### config.mk
export PLATFORM = sky130hd
export DESIGN_NAME = alu_arbiter
export DESIGN_NICKNAME = d
export VERILOG_FILES = /design/src/rtl/cpu_types_pkg.sv /design/src/rtl/rr_pick2.sv /design/src/rtl/alu_arbiter.sv
export SDC_FILE = /design/constraint.sdc
export NUM_CORES = 1
export LEC_CHECK = 0
export ABC_AREA = 1
export BUFFER_PORTS_ARGS = -buffer_cell sky130_fd_sc_hd__buf_2
export CAP_MARGIN = 5
export CORE_AREA = 2 2 129 131
export CTS_CLUSTER_DIAMETER = 40
export CTS_CLUSTER_SIZE = 16
export DETAILED_ROUTE_END_ITERATION = 7
export DIE_AREA = 0 0 131 133
export PLACE_DENSITY_LB_ADDON = 0.1
export SLEW_MARGIN = 5
export SYNTH_ARGS = -nofsm -noshare
export SYNTH_HDL_FRONTEND = slang
export SYNTH_SLANG_ARGS = --single-unit
### constraint.sdc
create_clock -name CLK -period 2.7 [get_ports CLK]
set_input_delay 0.135 -clock CLK [delete_from_list [all_inputs] [get_ports CLK]]
set_output_delay 0.135 -clock CLK [all_outputs]
set_load 0.005 [all_outputs]
### src/rtl/cpu_types_pkg.sv
// rtl/cpu_types_pkg.sv - shared ALU opcode, flag and arbiter state types
package cpu_types_pkg;

    typedef enum logic [3:0] {
        ALU_SLL  = 4'd0,
        ALU_SRL  = 4'd1,
        ALU_ADD  = 4'd2,
        ALU_SUB  = 4'd3,
        ALU_AND  = 4'd4,
        ALU_OR   = 4'd5,
        ALU_XOR  = 4'd6,
        ALU_NOR  = 4'd7,
        ALU_SLT  = 4'd8,
        ALU_SLTU = 4'd9
    } aluop_t;

    typedef struct packed {
        logic vld;
        logic cry;
        logic ngt;
        logic zro;
    } alu_flags_t;

    typedef enum logic [1:0] {
        IDLE = 2'd0,
        OWN0 = 2'd1,
        OWN1 = 2'd2
    } arb_state_t;

    // Legal codes are packed densely from SLL up to SLTU.
    function automatic logic legal_op(input logic [3:0] op);
        return op <= ALU_SLTU;
    endfunction

endpackage

### src/rtl/rr_pick2.sv
// rtl/rr_pick2.sv - two-way round-robin / fixed-priority picker
module rr_pick2 (
    input  logic [1:0] elig,
    input  logic       last,
    input  logic       prio0,
    output logic [1:0] gnt
);

    always_comb begin
        gnt = 2'b00;
        unique case (elig)
            2'b01:   gnt = 2'b01;
            2'b10:   gnt = 2'b10;
            // On a tie the requester that did not win last time goes first.
            2'b11:   gnt = (prio0 || last) ? 2'b01 : 2'b10;
            default: gnt = 2'b00;
        endcase
    end

endmodule

### src/rtl/alu_arbiter.sv
// rtl/alu_arbiter.sv - shares one combinational ALU between two requesters
module alu_arbiter
    import cpu_types_pkg::*;
#(
    parameter bit          PRIO0    = 1'b0,
    parameter int unsigned LOCK_MAX = 16
) (
    input  logic             CLK,
    input  logic             RST,
    input  logic [1:0]       req_valid,
    output logic [1:0]       req_ready,
    input  logic [1:0]       req_lock,
    input  logic [1:0][3:0]  req_op,
    input  logic [1:0][31:0] req_a,
    input  logic [1:0][31:0] req_b,
    output logic [1:0]       rsp_valid,
    input  logic [1:0]       rsp_ready,
    output logic [1:0][31:0] rsp_result,
    output logic [1:0][3:0]  rsp_flags,
    output logic [1:0]       rsp_err,
    output logic             lock_to,
    output logic [3:0]       alu_code,
    output logic [31:0]      alu_a,
    output logic [31:0]      alu_b,
    input  logic [31:0]      alu_rst,
    input  alu_flags_t       alu_flags
);

    localparam logic [7:0] LOCK_MAX_C = 8'(LOCK_MAX);

    arb_state_t       state_q, state_d;
    logic             last_gnt_q, last_gnt_d;
    logic [7:0]       lock_cnt_q, lock_cnt_d;
    logic             lock_to_q, lock_to_d;
    logic [1:0]       rsp_valid_q, rsp_valid_d;
    logic [1:0][31:0] rsp_result_q, rsp_result_d;
    logic [1:0][3:0]  rsp_flags_q, rsp_flags_d;
    logic [1:0]       rsp_err_q, rsp_err_d;

    logic [1:0] elig, rr_gnt, gnt;
    logic       gidx, own;

    assign elig = req_valid & (~rsp_valid_q | rsp_ready);

    rr_pick2 u_pick (
        .elig  (elig),
        .last  (last_gnt_q),
        .prio0 (PRIO0),
        .gnt   (rr_gnt)
    );

    always_comb begin
        gnt = 2'b00;
        if (!RST) begin
            unique case (state_q)
                IDLE:    gnt = rr_gnt;
                OWN0:    gnt = {1'b0, elig[0]};
                OWN1:    gnt = {elig[1], 1'b0};
                default: gnt = 2'b00;
            endcase
        end
    end

    assign gidx      = gnt[1];
    assign own       = (state_q == OWN1);
    assign req_ready = gnt;

    always_comb begin
        alu_code = ALU_ADD;
        alu_a    = '0;
        alu_b    = '0;
        if (|gnt) begin
            alu_code = req_op[gidx];
            alu_a    = req_a[gidx];
            alu_b    = req_b[gidx];
        end
    end

    always_comb begin
        rsp_valid_d  = rsp_valid_q;
        rsp_result_d = rsp_result_q;
        rsp_flags_d  = rsp_flags_q;
        rsp_err_d    = rsp_err_q;
        for (int i = 0; i < 2; i++) begin
            if (gnt[i]) begin
                rsp_valid_d[i] = 1'b1;
                if (legal_op(req_op[i])) begin
                    rsp_result_d[i] = alu_rst;
                    rsp_flags_d[i]  = alu_flags;
                    rsp_err_d[i]    = 1'b0;
                end else begin
                    rsp_result_d[i] = '0;
                    rsp_flags_d[i]  = '0;
                    rsp_err_d[i]    = 1'b1;
                end
            end else if (rsp_ready[i]) begin
                rsp_valid_d[i] = 1'b0;
            end
        end
    end

    always_comb begin
        state_d    = state_q;
        lock_cnt_d = lock_cnt_q;
        lock_to_d  = 1'b0;
        last_gnt_d = (|gnt) ? gidx : last_gnt_q;
        unique case (state_q)
            IDLE: begin
                lock_cnt_d = '0;
                if ((|gnt) && req_lock[gidx]) begin
                    state_d    = gidx ? OWN1 : OWN0;
                    lock_cnt_d = 8'd1;
                end
            end
            OWN0, OWN1: begin
                // Timeout wins over everything and hands the next tie to the other side.
                if (lock_cnt_q == LOCK_MAX_C) begin
                    state_d    = IDLE;
                    lock_cnt_d = '0;
                    lock_to_d  = 1'b1;
                    last_gnt_d = own;
                end else if (!req_lock[own]) begin
                    state_d    = IDLE;
                    lock_cnt_d = '0;
                end else begin
                    lock_cnt_d = lock_cnt_q + 8'd1;
                end
            end
            default: state_d = IDLE;
        endcase
    end

    always_ff @(posedge CLK) begin
        if (RST) begin
            state_q      <= IDLE;
            last_gnt_q   <= 1'b1;
            lock_cnt_q   <= '0;
            lock_to_q    <= 1'b0;
            rsp_valid_q  <= '0;
            rsp_result_q <= '0;
            rsp_flags_q  <= '0;
            rsp_err_q    <= '0;
        end else begin
            state_q      <= state_d;
            last_gnt_q   <= last_gnt_d;
            lock_cnt_q   <= lock_cnt_d;
            lock_to_q    <= lock_to_d;
            rsp_valid_q  <= rsp_valid_d;
            rsp_result_q <= rsp_result_d;
            rsp_flags_q  <= rsp_flags_d;
            rsp_err_q    <= rsp_err_d;
        end
    end

    assign rsp_valid  = rsp_valid_q;
    assign rsp_result = rsp_result_q;
    assign rsp_flags  = rsp_flags_q;
    assign rsp_err    = rsp_err_q;
    assign lock_to    = lock_to_q;

endmodule

# Word-level counts from Yosys, hierarchy flattened
# Cells that the tools add are included.
# W data, S select, Z words.
[totals] reg_bits=88 in_bits=180
[classes] muxes=40 bitwise=4 reduce_logical=9 magnitude_cmp=4 add_sub_neg=1 n_eq_ne=8
[ops] cell="$mux W32" n=8
[ops] cell="$mux W4" n=5
[ops] cell="$mux W8" n=2
[ops] cell="$pmux W8 S2" n=1
[ops] cell="$mux W1" n=15
[ops] cell="$mux W2" n=6
[ops] cell="$pmux W2 S3" n=2
[ops] cell="$add A8 B1 Y8 const B" n=1
[ops] cell="$eq A8 B5 Y1 const B" n=1
[ops] cell="$le A4 B4 Y1 const B" n=2
[ops] cell="$eq A2 B2 Y1 const B" n=3
[ops] cell="$reduce_bool A2 Y1" n=3
[ops] cell="$reduce_or A2 Y1" n=3
[ops] cell="$eq A2 B1 Y1 const B" n=2
[ops] cell="$lt A1 B2 Y1 const B" n=2
[ops] cell="$pmux W2 S2" n=1
[ops] cell="$ne A3 B3 Y1 const B" n=1
[ops] cell="$and A2 B2 Y2" n=1
[ops] cell="$logic_not A2 Y1" n=1
[ops] cell="$ne A2 B2 Y1 const B" n=1
[ops] cell="$not A2 Y2" n=1
[ops] cell="$or A2 B2 Y2" n=1
[ops] cell="$reduce_and A2 Y1" n=1
[ops] cell="$logic_and A1 B1 Y1" n=1
[ops] cell="$not A1 Y1" n=1

# Longest topological paths before layout
# Gate-level depths: netlist of the first run.
[logic_depth] word_depth=12 mapped_depth=13 mapped_depth_nobuf=12

# Cells and area by module
# Synthesis of the first run repeated with hierarchy kept, for this count alone.
[hier_totals] cells_unflattened=643 hier_area_um2=4310.4
[by_module_without_submodules] module="alu_arbiter" n_inst=1 area_per_inst_um2=4260.3 cells_each=630
[by_module_without_submodules] module="rr_pick2" n_inst=1 area_per_inst_um2=50.0 cells_each=13

# Worst setup path before layout of the first run
# No wires, ideal clock.
[synth_timing] path_type="register -> output" from="reg state_q[0]" to="out alu_a[10]" stages_incl_launch_ff=13 t_arrival_ns=1.513 path_slack_ns=1.052 required_ns=2.565 path_cell_list="dfxtp_1 > ha_1 > inv_2 > nand2_2 > nor2_2 > nand2_2 > inv_2 > buf_6 > buf_4 > nand2_1 > nand2_1 > o21ai_1 > inv_1"
[synth_via] elab_chain_len=6 word_cells_on_any_way=9 classes_between="eq/ne (2); mux (5); reduce/logical (2)"
[synth_rtl] element="start: declaration" line="alu_arbiter.sv:31" source="arb_state_t state_q, state_d;"
[synth_rtl] element="start signal: assignment" line="alu_arbiter.sv:144" source="state_q <= state_d;"
[synth_rtl] element="$eq A2 B2 Y1, or another cell as far along" line="alu_arbiter.sv:55" source="unique case (state_q)"
[synth_rtl] element="$pmux W2 S3 (*)" line="alu_arbiter.sv:55"
[synth_rtl] element="$mux W2 (*)" line="alu_arbiter.sv:54" source="if (!RST) begin"
[synth_rtl] element="$mux W32 (not written as such) (2 in series)" line="alu_arbiter.sv:74" source="alu_a = req_a[gidx];"
[synth_rtl] element="$mux W32 (*)" line="alu_arbiter.sv:72" source="if (|gnt) begin"
[synth_rtl] element="end: declaration" line="alu_arbiter.sv:23" source="output logic [31:0] alu_a,"
# Every way passes the cells marked *; elsewhere a longest branch is shown, timed or not. The select of a mux whose other input is x is not followed.

# Final worst setup path of the first run
[layout_timing] from="reg state_q[0]" to="out alu_b[21]"
[layout_via] elab_chain_len=6 word_cells_on_any_way=9 classes_between="eq/ne (2); mux (5); reduce/logical (2)"
[layout_rtl] element="$eq A2 B2 Y1, or another cell as far along" line="alu_arbiter.sv:55"
[layout_rtl] element="$pmux W2 S3 (*)" line="alu_arbiter.sv:55"
[layout_rtl] element="$mux W2 (*)" line="alu_arbiter.sv:54"
[layout_rtl] element="$mux W32 (not written as such) (2 in series)" line="alu_arbiter.sv:75" source="alu_b = req_b[gidx];"
[layout_rtl] element="$mux W32 (*)" line="alu_arbiter.sv:72"
[layout_rtl] element="end: declaration" line="alu_arbiter.sv:24" source="output logic [31:0] alu_b,"
# Marks and branches as above.

==> reports/summary.json, run 1 <==
{
  "status": "complete, no violations",
  "critical_path.reg2reg.startpoint": "state_q[0]",
  "postSynthRegisterBits": 88,
  "period_share": 0.9129,
  "top_layer_used": "met4",
  "postRouteWirelength_um": 17160,
  "yosysUniqueCellTypes": 28,
  "antenna_violating_nets_post_route": 0,
  "synth_xor_xnor_area_share": 0.005779,
  "dp_hpwl_um": 12870,
  "critical_path_buf_inv_count": 5,
  "fmax_mhz": 405.7,
  "ys.warnings.count": 0,
  "fin_worst_skew_ns": 0.006579,
  "final_number_of_hold_violating_endpoints": 0,
  "cts_inserted_buffers": 9,
  "die-height_um": 133,
  "synth-adder-area-share": 0.01651,
  "die_width_um": 131,
  "maxSlewHeadroom": 0.4372,
  "route.detailed.vias_per_inst": 4.319,
  "worstPathCellList": "ha_1 -> inv_2 -> nand2_2 -> nor2_2 -> nand2_4 -> inv_2 -> buf_12 -> nand2_1 -> nand2_1 -> o21ai_0 -> inv_1 -> buf_2",
  "grt_first_pass_wirelength_um": 24360,
  "first_global_vias": 4667,
  "remaining_drc_errors": 0,
  "crit_path_start": "state_q[0]",
  "timing.critical_path.to_type": "output port",
  "crit_path_max_fanout": 34,
  "synth_compound_gate_area_share": 0.1968,
  "cts.root.buffer_cell": "clkbuf_16",
  "core_area_um2": 16170,
  "critPathLaunchType": "flop",
  "power_density_nw_per_um2": 716.7,
  "synthDominantCellAreaShare": 0.3875,
  "initial_core_util": 0.2812,
  "route.vias.total": 5287,
  "maxCapViolCount": 0,
  "dr.pass1.iters": 4,
  "mappedNetlistNets": 883,
  "yosysSeqAreaShare": 0.3875,
  "post_synth_main_area_contributors": "dfxtp_1, nand2_1, inv_1",
  "wire_per_inst_um": 14.02,
  "layout.cells.most_common_list": "buf_2, nand2_1, dfxtp_1",
  "synth_simple_gate_area_frac": 0.2633,
  "met2_wirelength_um": 8081,
  "cpPeakStageDelay_ns": 0.34,
  "critPathSlowestCell": "dfxtp_1",
  "floorplan.die_area_um2": 17420,
  "worstPathArrival_ns": 2.33,
  "post-route-cell-area_um2": 6675,
  "hp-start": "alu_rst[11]",
  "detailed_route_iter0_violations": 182,
  "leakage_dissipation_nw": 3.994,
  "clk_transition_reported_paths_ns": 0.07,
  "total_track_usage": 0.1784,
  "main_combinational_cell_family_by_area_after_synthesis": "simple AND/OR/NAND/NOR gates",
  "gp_congestion": 0.7428,
  "syn_inst": 697,
  "post_synth.cell_area_avg_um2": 6.523,
  "cpLargestDelayFamily": "buffers and inverters",
  "rsz0062_at_grt": "no",
  "ioPinCount": 327,
  "cts_max_level": 3,
  "worst_ir_drop_vdd_mv": 0.4288,
  "grt_max_degree": 79,
  "met3WireLength_um": 1425,
  "cts.sinks": 88,
  "layout_commonest_cell": "buf_2",
  "rows": 47,
  "worst-slew-pin-transition_ns": 0.8442,
  "synth_top_area_cell": "dfxtp_1",
  "m1WireLength_um": 7480,
  "fin_setup_tns_ns": 0,
  "synthToLayoutAreaGrowth_pct": 46.81,
  "initial_antenna_violation_count": 1,
  "final_period_minus_worst_setup_slack_ns": 2.465,
  "placedInstanceArea_um2": 6316,
  "fin_nets": 1184,
  "fin_util": 0.4128,
  "postCtsSetupBuffers": 0,
  "hold_class": "input port to flop",
  "skew_pair_late_insertion_delay_ns": 0.33,
  "netlist_area_um2": 4547,
  "port-buffer-count": 326,
  "post_route_cells_drive_above_1_share": 0.3609,
  "crit_required_ns": 2.57,
  "cts_max_path_buffers": 2,
  "crit_type": "flop to output port",
  "final-max-slew-violation-count": 0,
  "setup-violations-final": 0,
  "cts_tree": "done",
  "fraction_of_synthesized_area_in_multiplexers": 0,
  "gr-total-overflow": 0
}
[per-layer routing]
| metal | vias to the layer above | global-route usage |
|---|---|---|
| met3 | 13 | 0.04933 |
| met4 | 0 | 0.04137 |
| met5 | - | 0 |
| met1 | 2296 | 0.2258 |
| met2 | 184 | 0.2997 |
| li1 | 2794 | - |
[synth_stat cells, drive strengths merged]
cell type	instances
nor3	3
a21oi	52
nand3	10
nor2	48
or2	1
inv	89
clkbuf	18
xor2	2
nand2	240
a22oi	31
xnor2	1
ha	6
dfxtp	88
o21ai	74
clkinv	1
nand4	2
buf	27
o211ai	1
nor3b	1
a31oi	2
[power breakdown]
group	total, mW	internal [mW]	leakage [nW]	switching [mW]
clock	1.30	0.774	0.149	0.521
sequential	1.48	1.42	0.713	0.0659
combinational	2.01	0.820	3.13	1.19
[flip-flops by register name (all words and copies together) (netlist names)]
name,cells
rsp_flags,8
rsp_err,2
last_gnt_q,1
state_q,2
lock_cnt_q,8
rsp_result,64
lock_to,1
rsp_valid,2
[worst reg2reg max path, stage by stage (launching register included)]
cell     delay, ns
dfxtp_1       0.38
inv_1         0.08
ha_1          0.26
nand2_1       0.09
nand2_1       0.14
nand2_8       0.18
buf_8         0.38
nand2_1       0.13
nand2_1       0.07
nand2_1       0.10
a21oi_1       0.14
nor2_1        0.06
[final cells by class]
| cell class | count | area [um^2] |
|---|---|---|
| clock buffers | 11 | 252.7 |
| fillers | 1790 | 9497 |
| multi-input cells | 474 | 2212 |
| clock inverters | 5 | 62.56 |
| diodes | 1 | 2.502 |
| well taps | 220 | 275.3 |
| repair buffers | 335 | 1765 |
| flip-flops and latches | 88 | 1762 |
| inverters | 90 | 342.8 |
[stage by stage]
| stage | hold WS [ns] | instances | power [mW] | setup slack, ns |
|---|---|---|---|---|
| after global routing | 0.05129 | 1224 | 5.209 | 0.06102 |
| after floorplan | 0.2777 | 697 | 2.680 | 1.052 |
| final | 0.04997 | 1224 | 4.784 | 0.2353 |
| after CTS | 0.03983 | 1222 | 4.815 | 0.09659 |
| after detailed placement | 0.3955 | 1206 | 3.498 | 0.3017 |
| after global placement | 0.3865 | 1206 | 3.502 | 0.3259 |
[timing repair]
action	CTS	global route
endpoints found under the setup margin	1	12
hold buffers	0	0
gates resized for setup	1	4
cloned	0	1
[worst paths after layout]
kind                    endpoint  slack (ns)  cells after the start
setup reg to reg      state_q[0]        0.61                     11
setup / recovery       alu_b[21]        0.24                     12
hold reg to reg   rsp_result[50]        0.46                      2
hold / removal    rsp_result[11]        0.05                      3
[cell families (layout without fill, tap and decap cells)]
logic type / count (synthesis) / in the layout
adders and majority gates: 6 / 6
DFF: 88 / 88
and+or+nand+nor: 305 / 305
other: 0 / 1
buffers and inverters: 135 / 441
AOI/OAI and AO/OA: 160 / 160
xor gates and xnor gates: 3 / 3
Power figures use the tool's default switching activity.
==> run 2, diff against run 1 <==
--- a/config.mk
+++ b/config.mk
@@ -14,6 +14,7 @@
 export DETAILED_ROUTE_END_ITERATION = 7
 export DIE_AREA = 0 0 131 133
 export PLACE_DENSITY_LB_ADDON = 0.1
+export SETUP_SLACK_MARGIN = 0.3
 export SLEW_MARGIN = 5
 export SYNTH_ARGS = -nofsm -noshare
 export SYNTH_HDL_FRONTEND = slang
==> reports/summary.json, run 2 (synthesis results as in run 1) <==
{
  "status": "complete, no violations",
  "timing.critical_path.to_type": "output port",
  "cpLargestDelayFamily": "simple AND/OR/NAND/NOR gates",
  "critPathLaunchType": "flop",
  "maxCapViolCount": {"value": 0, "change": "unchanged"},
  "min_hold_slack": {"value": 0.05177, "unit": "ns", "change": "+0.001805 ns"},
  "crit_type": "flop to output port",
  "worstPathArrival": {"value": 2.08, "unit": "ns", "change": "-0.25 ns"},
  "rows": {"value": 47, "change": "unchanged"},
  "layout.cells.most_common_list": "buf_2, nand2_1, dfxtp_1",
  "worst_ir_drop_vdd": {"value": 0.4283, "unit": "mV", "change": "-0.11%"},
  "leakage_dissipation": {"value": 4.077, "unit": "nW", "change": "+2.1%"},
  "worstPathCellList": "inv_1 -> ha_1 -> nand2_1 -> nand2_2 -> nand2_8 -> buf_16 -> nand2_1 -> o21ai_1 -> inv_1 -> buf_2",
  "detailed_route_iter0_violations": {"value": 227, "change": "+25%"},
  "cpPeakStageDelay": {"value": 0.38, "unit": "ns", "change": "+0.04 ns"},
  "initial_antenna_violation_count": {"value": 1, "change": "unchanged"},
  "power_density": {"value": 723.7, "unit": "nW/um^2", "change": "+0.98%"},
  "gp_congestion": {"value": 0.7428, "change": "unchanged"},
  "period_share": {"value": 0.8217, "change": "-0.09116"},
  "antenna_violating_nets_post_route": {"value": 0, "change": "unchanged"},
  "critical_path_buf_inv_count": {"value": 4, "change": "-1"},
  "final_cell_count_no_fill": {"value": 1232, "change": "+0.65%"},
  "crit_required": {"value": 2.57, "unit": "ns", "change": "about the same"},
  "worst-slew-pin-transition": {"value": 0.8395, "unit": "ns", "change": "-0.004719 ns"},
  "final.setup.worst_slack": {"value": 0.4814, "unit": "ns", "change": "+0.2461 ns"},
  "final_period_minus_worst_setup_slack": {"value": 2.219, "unit": "ns", "change": "-0.2461 ns"},
  "die_width": {"value": 131, "unit": "um", "change": "unchanged"},
  "skew_pair_late_insertion_delay": {"value": 0.33, "unit": "ns", "change": "about the same"},
  "layout_commonest_cell": "buf_2",
  "cts_inserted_buffers": {"value": 9, "change": "unchanged"},
  "num-fill-cells": {"value": 1777, "change": "-0.73%"},
  "die-height": {"value": 133, "unit": "um", "change": "unchanged"},
  "cts.root.buffer_cell": "clkbuf_16",
  "synthToLayoutAreaGrowth_pct": 50.33,
  "first_global_vias": {"value": 4688, "change": "+0.45%"},
  "rsz0062_at_grt": "no",
  "fin_util": {"value": 0.4227, "change": "+0.009903"},
  "grt_max_degree": {"value": 79, "change": "unchanged"},
  "pre_cts_ws": {"value": 0.3017, "unit": "ns", "change": "unchanged"},
  "remaining_drc_errors": {"value": 0, "change": "unchanged"},
  "final_number_of_hold_violating_endpoints": {"value": 0, "change": "unchanged"},
  "fin_setup_tns": {"value": 0, "unit": "ns", "change": "unchanged"},
  "gr-total-overflow": {"value": 0, "change": "unchanged"},
  "crit_path_max_fanout": {"value": 30, "change": "-12%"},
  "dp_hpwl": {"value": 12870, "unit": "um", "change": "unchanged"},
  "fin_nets": {"value": 1192, "change": "+0.68%"},
  "route.detailed.vias_per_inst": {"value": 4.365, "change": "+1.1%"},
  "route.vias.total": {"value": 5378, "change": "+1.7%"},
  "post_route_cells_drive_above_1_share": {"value": 0.3670, "change": "+0.006046"},
  "postRouteWirelength": {"value": 18000, "unit": "um", "change": "+4.9%"},
  "postCtsHoldBufs": {"value": 0, "change": "unchanged"},
  "wire_per_inst": {"value": 14.61, "unit": "um", "change": "+4.2%"},
  "initial_core_util": {"value": 0.2812, "change": "unchanged"},
  "core_area": {"value": 16170, "unit": "um^2", "change": "unchanged"},
  "hold_class": "input port to flop",
  "largest_reg_flops": {"value": 64, "change": "unchanged"},
  "cts_max_path_buffers": {"value": 2, "change": "unchanged"},
  "floorplan.die_area": {"value": 17420, "unit": "um^2", "change": "unchanged"},
  "clk_transition_reported_paths": {"value": 0.07, "unit": "ns", "change": "about the same"},
  "cts_tree": "done",
  "fin_worst_skew": {"value": 0.005330, "unit": "ns", "change": "-0.001249 ns"},
  "cts.sinks": {"value": 88, "change": "unchanged"},
  "critPathSlowestCell": "dfxtp_1",
  "final-max-slew-violation-count": {"value": 0, "change": "unchanged"},
  "ioPinCount": {"value": 327, "change": "unchanged"},
  "grt_first_pass_wirelength": {"value": 24770, "unit": "um", "change": "+1.7%"},
  "fmax": {"value": 450.7, "unit": "MHz", "change": "+11%"},
  "setup-violations-final": {"value": 0, "change": "unchanged"},
  "cts_max_level": {"value": 3, "change": "unchanged"},
  "dr.pass1.iters": {"value": 5, "change": "+1"},
  "dp.cells": {"value": 1206, "change": "unchanged"},
  "maxSlewHeadroom": {"value": 0.4404, "change": "+0.003146"},
  "port-buffer-count": {"value": 326, "change": "unchanged"},
  "total_track_usage": {"value": 0.1817, "change": "+0.003337"}
}
run 2: path summary, 6_finish.rpt:
path,end,from,depth (start not counted),slack [ns]
setup reg to reg,rsp_result[53],state_q[0],10,0.63
hold reg to reg,rsp_result[50],rsp_result[50],2,0.46
setup / recovery,alu_b[21],state_q[0],10,0.48
hold / removal,rsp_result[11],alu_rst[11],3,0.05
run 2: final cells by class:
class | instances | area [um^2] | share of cell area
multi-input cells | 475 | 2226 | 0.3256
repair buffers | 342 | 1909 | 0.2793
clock inverters | 5 | 62.56 | 0.009152
inverters | 90 | 345.3 | 0.05052
diodes | 1 | 2.502 | 0.0003661
flip-flops and latches | 88 | 1762 | 0.2577
well taps | 220 | 275.3 | 0.04027
clock buffers | 11 | 252.7 | 0.03698
run 2: power breakdown:
part | switching [mW] | internal [mW] | total (mW)
Combinational | 1.25 | 0.915 | 2.17
Clock | 0.520 | 0.774 | 1.29
Sequential | 0.0661 | 1.42 | 1.48
Total | 1.84 | 3.11 | 4.95
run 2: what timing repair did:
action                                 4_1_cts  5_1_grt
gates resized for setup                      4       12
endpoints found under the hold margin        0        0
pin swaps                                    0        3
setup buffers                                0        4
cloned                                       1        4
setup endpoints to repair                   68       69
run 2: through the flow:
step / power, mW / cell area (um^2)
2_1_floorplan: 2.680 / 4547
3_3_place_gp: 3.502 / 6316
3_5_place_dp: 3.498 / 6316
4_1_cts: 4.872 / 6680
5_1_grt: 5.373 / 6835
6_report: 4.947 / 6835
run 2: per-layer routing:
layer  global-route usage  wire (um)  up-vias
met5                    0          0        -
met4              0.04137        139        0
met3              0.04933       1391       11
met2               0.3031       8535      185
met1               0.2328       7933     2363
li1                     -          -     2819
run 2: worst min-delay path, cell delays in order:
cell,delay (ns)
buf_2,0.09
a22oi_1,0.06
nor2_1,0.07
==> run 3, diff against run 2 <==
--- a/config.mk
+++ b/config.mk
@@ -5,14 +5,14 @@
 export SDC_FILE = /design/constraint.sdc
 export NUM_CORES = 1
 export LEC_CHECK = 0
-export ABC_AREA = 1
+export ABC_AREA = 0
 export BUFFER_PORTS_ARGS = -buffer_cell sky130_fd_sc_hd__buf_2
 export CAP_MARGIN = 5
-export CORE_AREA = 2 2 129 131
+export CORE_AREA = 2 2 126 128
 export CTS_CLUSTER_DIAMETER = 40
 export CTS_CLUSTER_SIZE = 16
 export DETAILED_ROUTE_END_ITERATION = 7
-export DIE_AREA = 0 0 131 133
+export DIE_AREA = 0 0 128 130
 export PLACE_DENSITY_LB_ADDON = 0.1
 export SETUP_SLACK_MARGIN = 0.3
 export SLEW_MARGIN = 5
==> constraint.sdc (replaced) <==
create_clock -name CLK -period 2 [get_ports CLK]
set_input_delay 0.1 -clock CLK [delete_from_list [all_inputs] [get_ports CLK]]
set_output_delay 0.1 -clock CLK [all_outputs]
set_load 0.005 [all_outputs]
==> reports/summary.json, run 3 <==
{
  "status": "finished, violations left",
  "violations_in_the_final_reports": "setup timing",
  "cts_tree": "done",
  "postRouteWirelength": {"value": 19200, "unit": "um", "change": "+6.7%"},
  "layout_commonest_cell": "buf_2",
  "fin_worst_skew": {"value": 0.003555, "unit": "ns", "change": "-0.001775 ns"},
  "synthDominantCellAreaShare": {"value": 0.4355, "change": "+0.04806"},
  "critPathSlowestCell": "dfxtp_4",
  "crit_path_start": "state_q[0]",
  "first_global_vias": {"value": 4500, "change": "-4.0%"},
  "post_synth.cell_area_avg": {"value": 9.496, "unit": "um^2", "change": "+46%"},
  "pre_cts_ws": {"value": -0.04706, "unit": "ns", "change": "-0.3488 ns"},
  "final-max-slew-violation-count": {"value": 0, "change": "unchanged"},
  "worst-r2r-setup-slack": {"value": -0.06, "unit": "ns", "change": "-0.69 ns"},
  "die_width": {"value": 128, "unit": "um", "change": "-2.3%"},
  "power_density": {"value": 647.8, "unit": "nW/um^2", "change": "-10%"},
  "maxSlewHeadroom": {"value": 0.6497, "change": "+0.2094"},
  "min_hold_slack": {"value": 0.01341, "unit": "ns", "change": "-0.03837 ns"},
  "rows": {"value": 46, "change": "-2.1%"},
  "total_track_usage": {"value": 0.2039, "change": "+0.02215"},
  "timing.critical_path.to_type": "output port",
  "crit_type": "flop to output port",
  "worst-slew-pin-transition": {"value": 0.5254, "unit": "ns", "change": "-0.3141 ns"},
  "ys_async_sr_fraction": {"value": 0, "change": "unchanged"},
  "ioPinCount": {"value": 327, "change": "unchanged"},
  "die-height": {"value": 130, "unit": "um", "change": "-2.3%"},
  "route.detailed.vias_per_inst": {"value": 5.009, "change": "+15%"},
  "synthMostInstantiatedCell": "dfxtp_1",
  "critPathLaunchType": "flop",
  "cts.root.buffer_cell": "clkbuf_16",
  "post_route_cells_drive_above_1_share": {"value": 0.6148, "change": "+0.2478"},
  "initial_core_util": {"value": 0.2622, "change": "-0.01891"},
  "post_synth_main_area_contributors": "dfxtp_1, a22o_1, a22oi_1",
  "mappedNetlistNets": {"value": 612, "change": "-31%"},
  "synth_top_area_cell": "dfxtp_1",
  "detailed_route_iter0_violations": {"value": 248, "change": "+9.3%"},
  "remaining_drc_errors": {"value": 0, "change": "unchanged"},
  "skew_pair_late_insertion_delay": {"value": 0.34, "unit": "ns", "change": "about the same"},
  "dp_hpwl": {"value": 12550, "unit": "um", "change": "-2.4%"},
  "critical_path_buf_inv_count": {"value": 7, "change": "+3"},
  "antenna_violating_nets_post_route": {"value": 0, "change": "unchanged"},
  "critical-path-top-cell-by-count": "inv_4",
  "number_of_flops_mapped_to_enable_cells_by_yosys": {"value": 0, "change": "unchanged"},
  "worstPathCellList": "inv_4 -> ha_4 -> inv_4 -> a31o_1 -> a21o_4 -> clkinv_4 -> nor2_4 -> buf_6 -> buf_12 -> buf_16 -> a22o_1 -> buf_2",
  "post-route-cell-area": {"value": 7418, "unit": "um^2", "change": "+8.5%"},
  "postSynthRegisterBits": {"value": 88, "change": "unchanged"},
  "netlist_area": {"value": 4045, "unit": "um^2", "change": "-11%"},
  "pwr-share-comb": {"value": 0.298, "change": "-0.141"},
  "worst_ir_drop_vdd": {"value": 0.3875, "unit": "mV", "change": "-9.5%"},
  "cts_max_path_buffers": {"value": 2, "change": "unchanged"},
  "crit_required": {"value": 1.90, "unit": "ns", "change": "-0.67 ns"},
  "hold_class": "input port to flop",
  "gr-total-overflow": {"value": 0, "change": "unchanged"},
  "report.power.total": {"value": 4.806, "unit": "mW", "change": "-2.8%"},
  "largest_reg_flops": {"value": 64, "change": "unchanged"},
  "rsz0062_at_grt": "yes",
  "setup-violations-final": {"value": 92, "change": "+92"},
  "dominantRegCellSynth": "dfxtp_1",
  "syn_inst": {"value": 426, "change": "-39%"},
  "placedInstanceArea": {"value": 5867, "unit": "um^2", "change": "-7.1%"},
  "final_period_minus_worst_setup_slack_ns": 2.281,
  "wire_per_inst": {"value": 19.37, "unit": "um", "change": "+33%"},
  "period_share": 1.141,
  "cts_inserted_buffers": {"value": 9, "change": "unchanged"},
  "hp-start": "alu_rst[16]",
  "power.share.switching": {"value": 0.2863, "change": "-0.08575"},
  "grt_first_pass_wirelength": {"value": 25650, "unit": "um", "change": "+3.6%"},
  "final_number_of_hold_violating_endpoints": {"value": 0, "change": "unchanged"},
  "cts_max_level": {"value": 3, "change": "unchanged"},
  "p_int": {"value": 3.430, "unit": "mW", "change": "+10%"},
  "synthToLayoutAreaGrowth_pct": 83.39,
  "port-buffer-count": {"value": 326, "change": "unchanged"},
  "fmax_mhz": 438.3,
  "maxCapViolCount": {"value": 0, "change": "unchanged"},
  "crit_path_max_fanout": {"value": 6, "change": "-80%"},
  "top_post_synthesis_cells_by_count": "dfxtp_1, nor2_1, a22oi_1",
  "yosysSeqAreaShare": {"value": 0.4355, "change": "+0.04806"},
  "fin_nets": {"value": 980, "change": "-18%"},
  "ys.warnings.count": {"value": 0, "change": "unchanged"},
  "cpLargestDelayFamily": "buffers and inverters",
  "grt_max_degree": {"value": 51, "change": "-35%"},
  "initial_antenna_violation_count": {"value": 1, "change": "unchanged"},
  "clk_transition_reported_paths": {"value": 0.06, "unit": "ns", "change": "about the same"},
  "floorplan.die_area": {"value": 16640, "unit": "um^2", "change": "-4.5%"},
  "dr.pass1.iters": {"value": 4, "change": "-1"},
  "worstPathArrival": {"value": 2.18, "unit": "ns", "change": "+0.10 ns"},
  "route.vias.total": {"value": 4964, "change": "-7.7%"},
  "core_area": {"value": 15420, "unit": "um^2", "change": "-4.6%"},
  "final.setup.worst_slack": {"value": -0.2814, "unit": "ns", "change": "-0.7628 ns"},
  "p_switching": {"value": 1.376, "unit": "mW", "change": "-25%"},
  "leakage_dissipation": {"value": 3.583, "unit": "nW", "change": "-12%"},
  "critical_path.reg2reg.startpoint": "state_q[0]",
  "layout.cells.most_common_list": "buf_2, dfxtp_1, nor2_1",
  "cts.sinks": {"value": 88, "change": "unchanged"},
  "cpPeakStageDelay": {"value": 0.37, "unit": "ns", "change": "about the same"},
  "gp_congestion": {"value": 0.7823, "change": "+5.3%"},
  "seqPwrFrac": {"value": 0.390, "change": "+0.090"},
  "yosysUniqueCellTypes": {"value": 41, "change": "+46%"},
  "clockPowerShare": {"value": 0.312, "change": "+0.050"}
}
-- run 3: logic make-up (layout without fill, tap and decap cells) --
kind of cell / after synthesis / count (layout) / synth area share
other: 0 / 2 / 0
AND/OR/NAND/NOR: 108 / 108 / 0.1169
multiplexers: 1 / 1 / 0.002475
flip-flops: 88 / 88 / 0.4355
adder cells (fa/ha/maj): 6 / 6 / 0.01856
XOR/XNOR: 5 / 5 / 0.01083
AO/OA/AOI/OAI: 166 / 166 / 0.3331
buffers and inverters: 52 / 423 / 0.08259
-- run 3: metrics by stage --
stage / utilization / setup TNS, ns / instances
after floorplan: - / 0 / 426
after global placement: 0.3804 / 0 / 921
after CTS: 0.4518 / -15.91 / 971
after detailed placement: 0.3804 / -0.04706 / 921
after global routing: 0.4806 / -23.12 / 989
final: 0.4809 / -16.29 / 991
-- run 3: worst min-delay path: cells and delay by family --
kind,cells,cell delay [ns]
buffers and inverters,1,0.09
and+or+nand+nor,1,0.07
AOI/OAI and AO/OA,1,0.05
-- run 3: path summary, 6_finish.rpt --
| check | cells past startpoint | endpoint |
|---|---|---|
| worst max register to register | 12 | lock_cnt_q[0] |
| worst max-delay path | 12 | alu_b[13] |
| worst min-delay path | 3 | rsp_result[48] |
| worst min register to register | 2 | lock_cnt_q[1] |
-- run 3: layer usage --
metal / track usage / wire [um] / part of all wire / vias up
met4: 0.07046 / 403 / 0.021 / 0
met2: 0.3287 / 9254 / 0.48 / 250
met3: 0.06273 / 1730 / 0.090 / 27
met1: 0.2599 / 7812 / 0.41 / 2354
li1: - / - / - / 2333
met5: 0 / 0 / 0 / -
-- run 3: repair_timing --
| item | in CTS | in global routing |
|---|---|---|
| hold endpoints to repair | 3 | 0 |
| setup endpoints to repair | 155 | 155 |
| buffers inserted | 21 | 12 |
| resized for setup | 81 | 51 |
| hold buffers | 3 | 0 |
| cloned | 12 | 6 |
| pin swaps | 20 | 26 |
-- run 3: area by class of cell --
class / count / area, um^2
Timing Repair Buffer: 397 / 2741
Inverter: 12 / 70.07
Clock inverter: 3 / 21.27
Antenna cell: 2 / 5.005
Fill cell: 1472 / 8006
Sequential cell: 88 / 1772
Tap cell: 192 / 240.2
Clock buffer: 11 / 232.7
Multi-Input combinational cell: 286 / 2336
-- run 3: power groups by stage --
stage	clock network (mW)	registers [mW]	logic, mW
2_1_floorplan	0	1.91	0.503
3_3_place_gp	0	1.90	0.998
3_5_place_dp	0	1.90	1.01
4_1_cts	1.54	1.87	1.29
5_1_grt	1.63	1.88	1.53
6_report	1.50	1.88	1.43
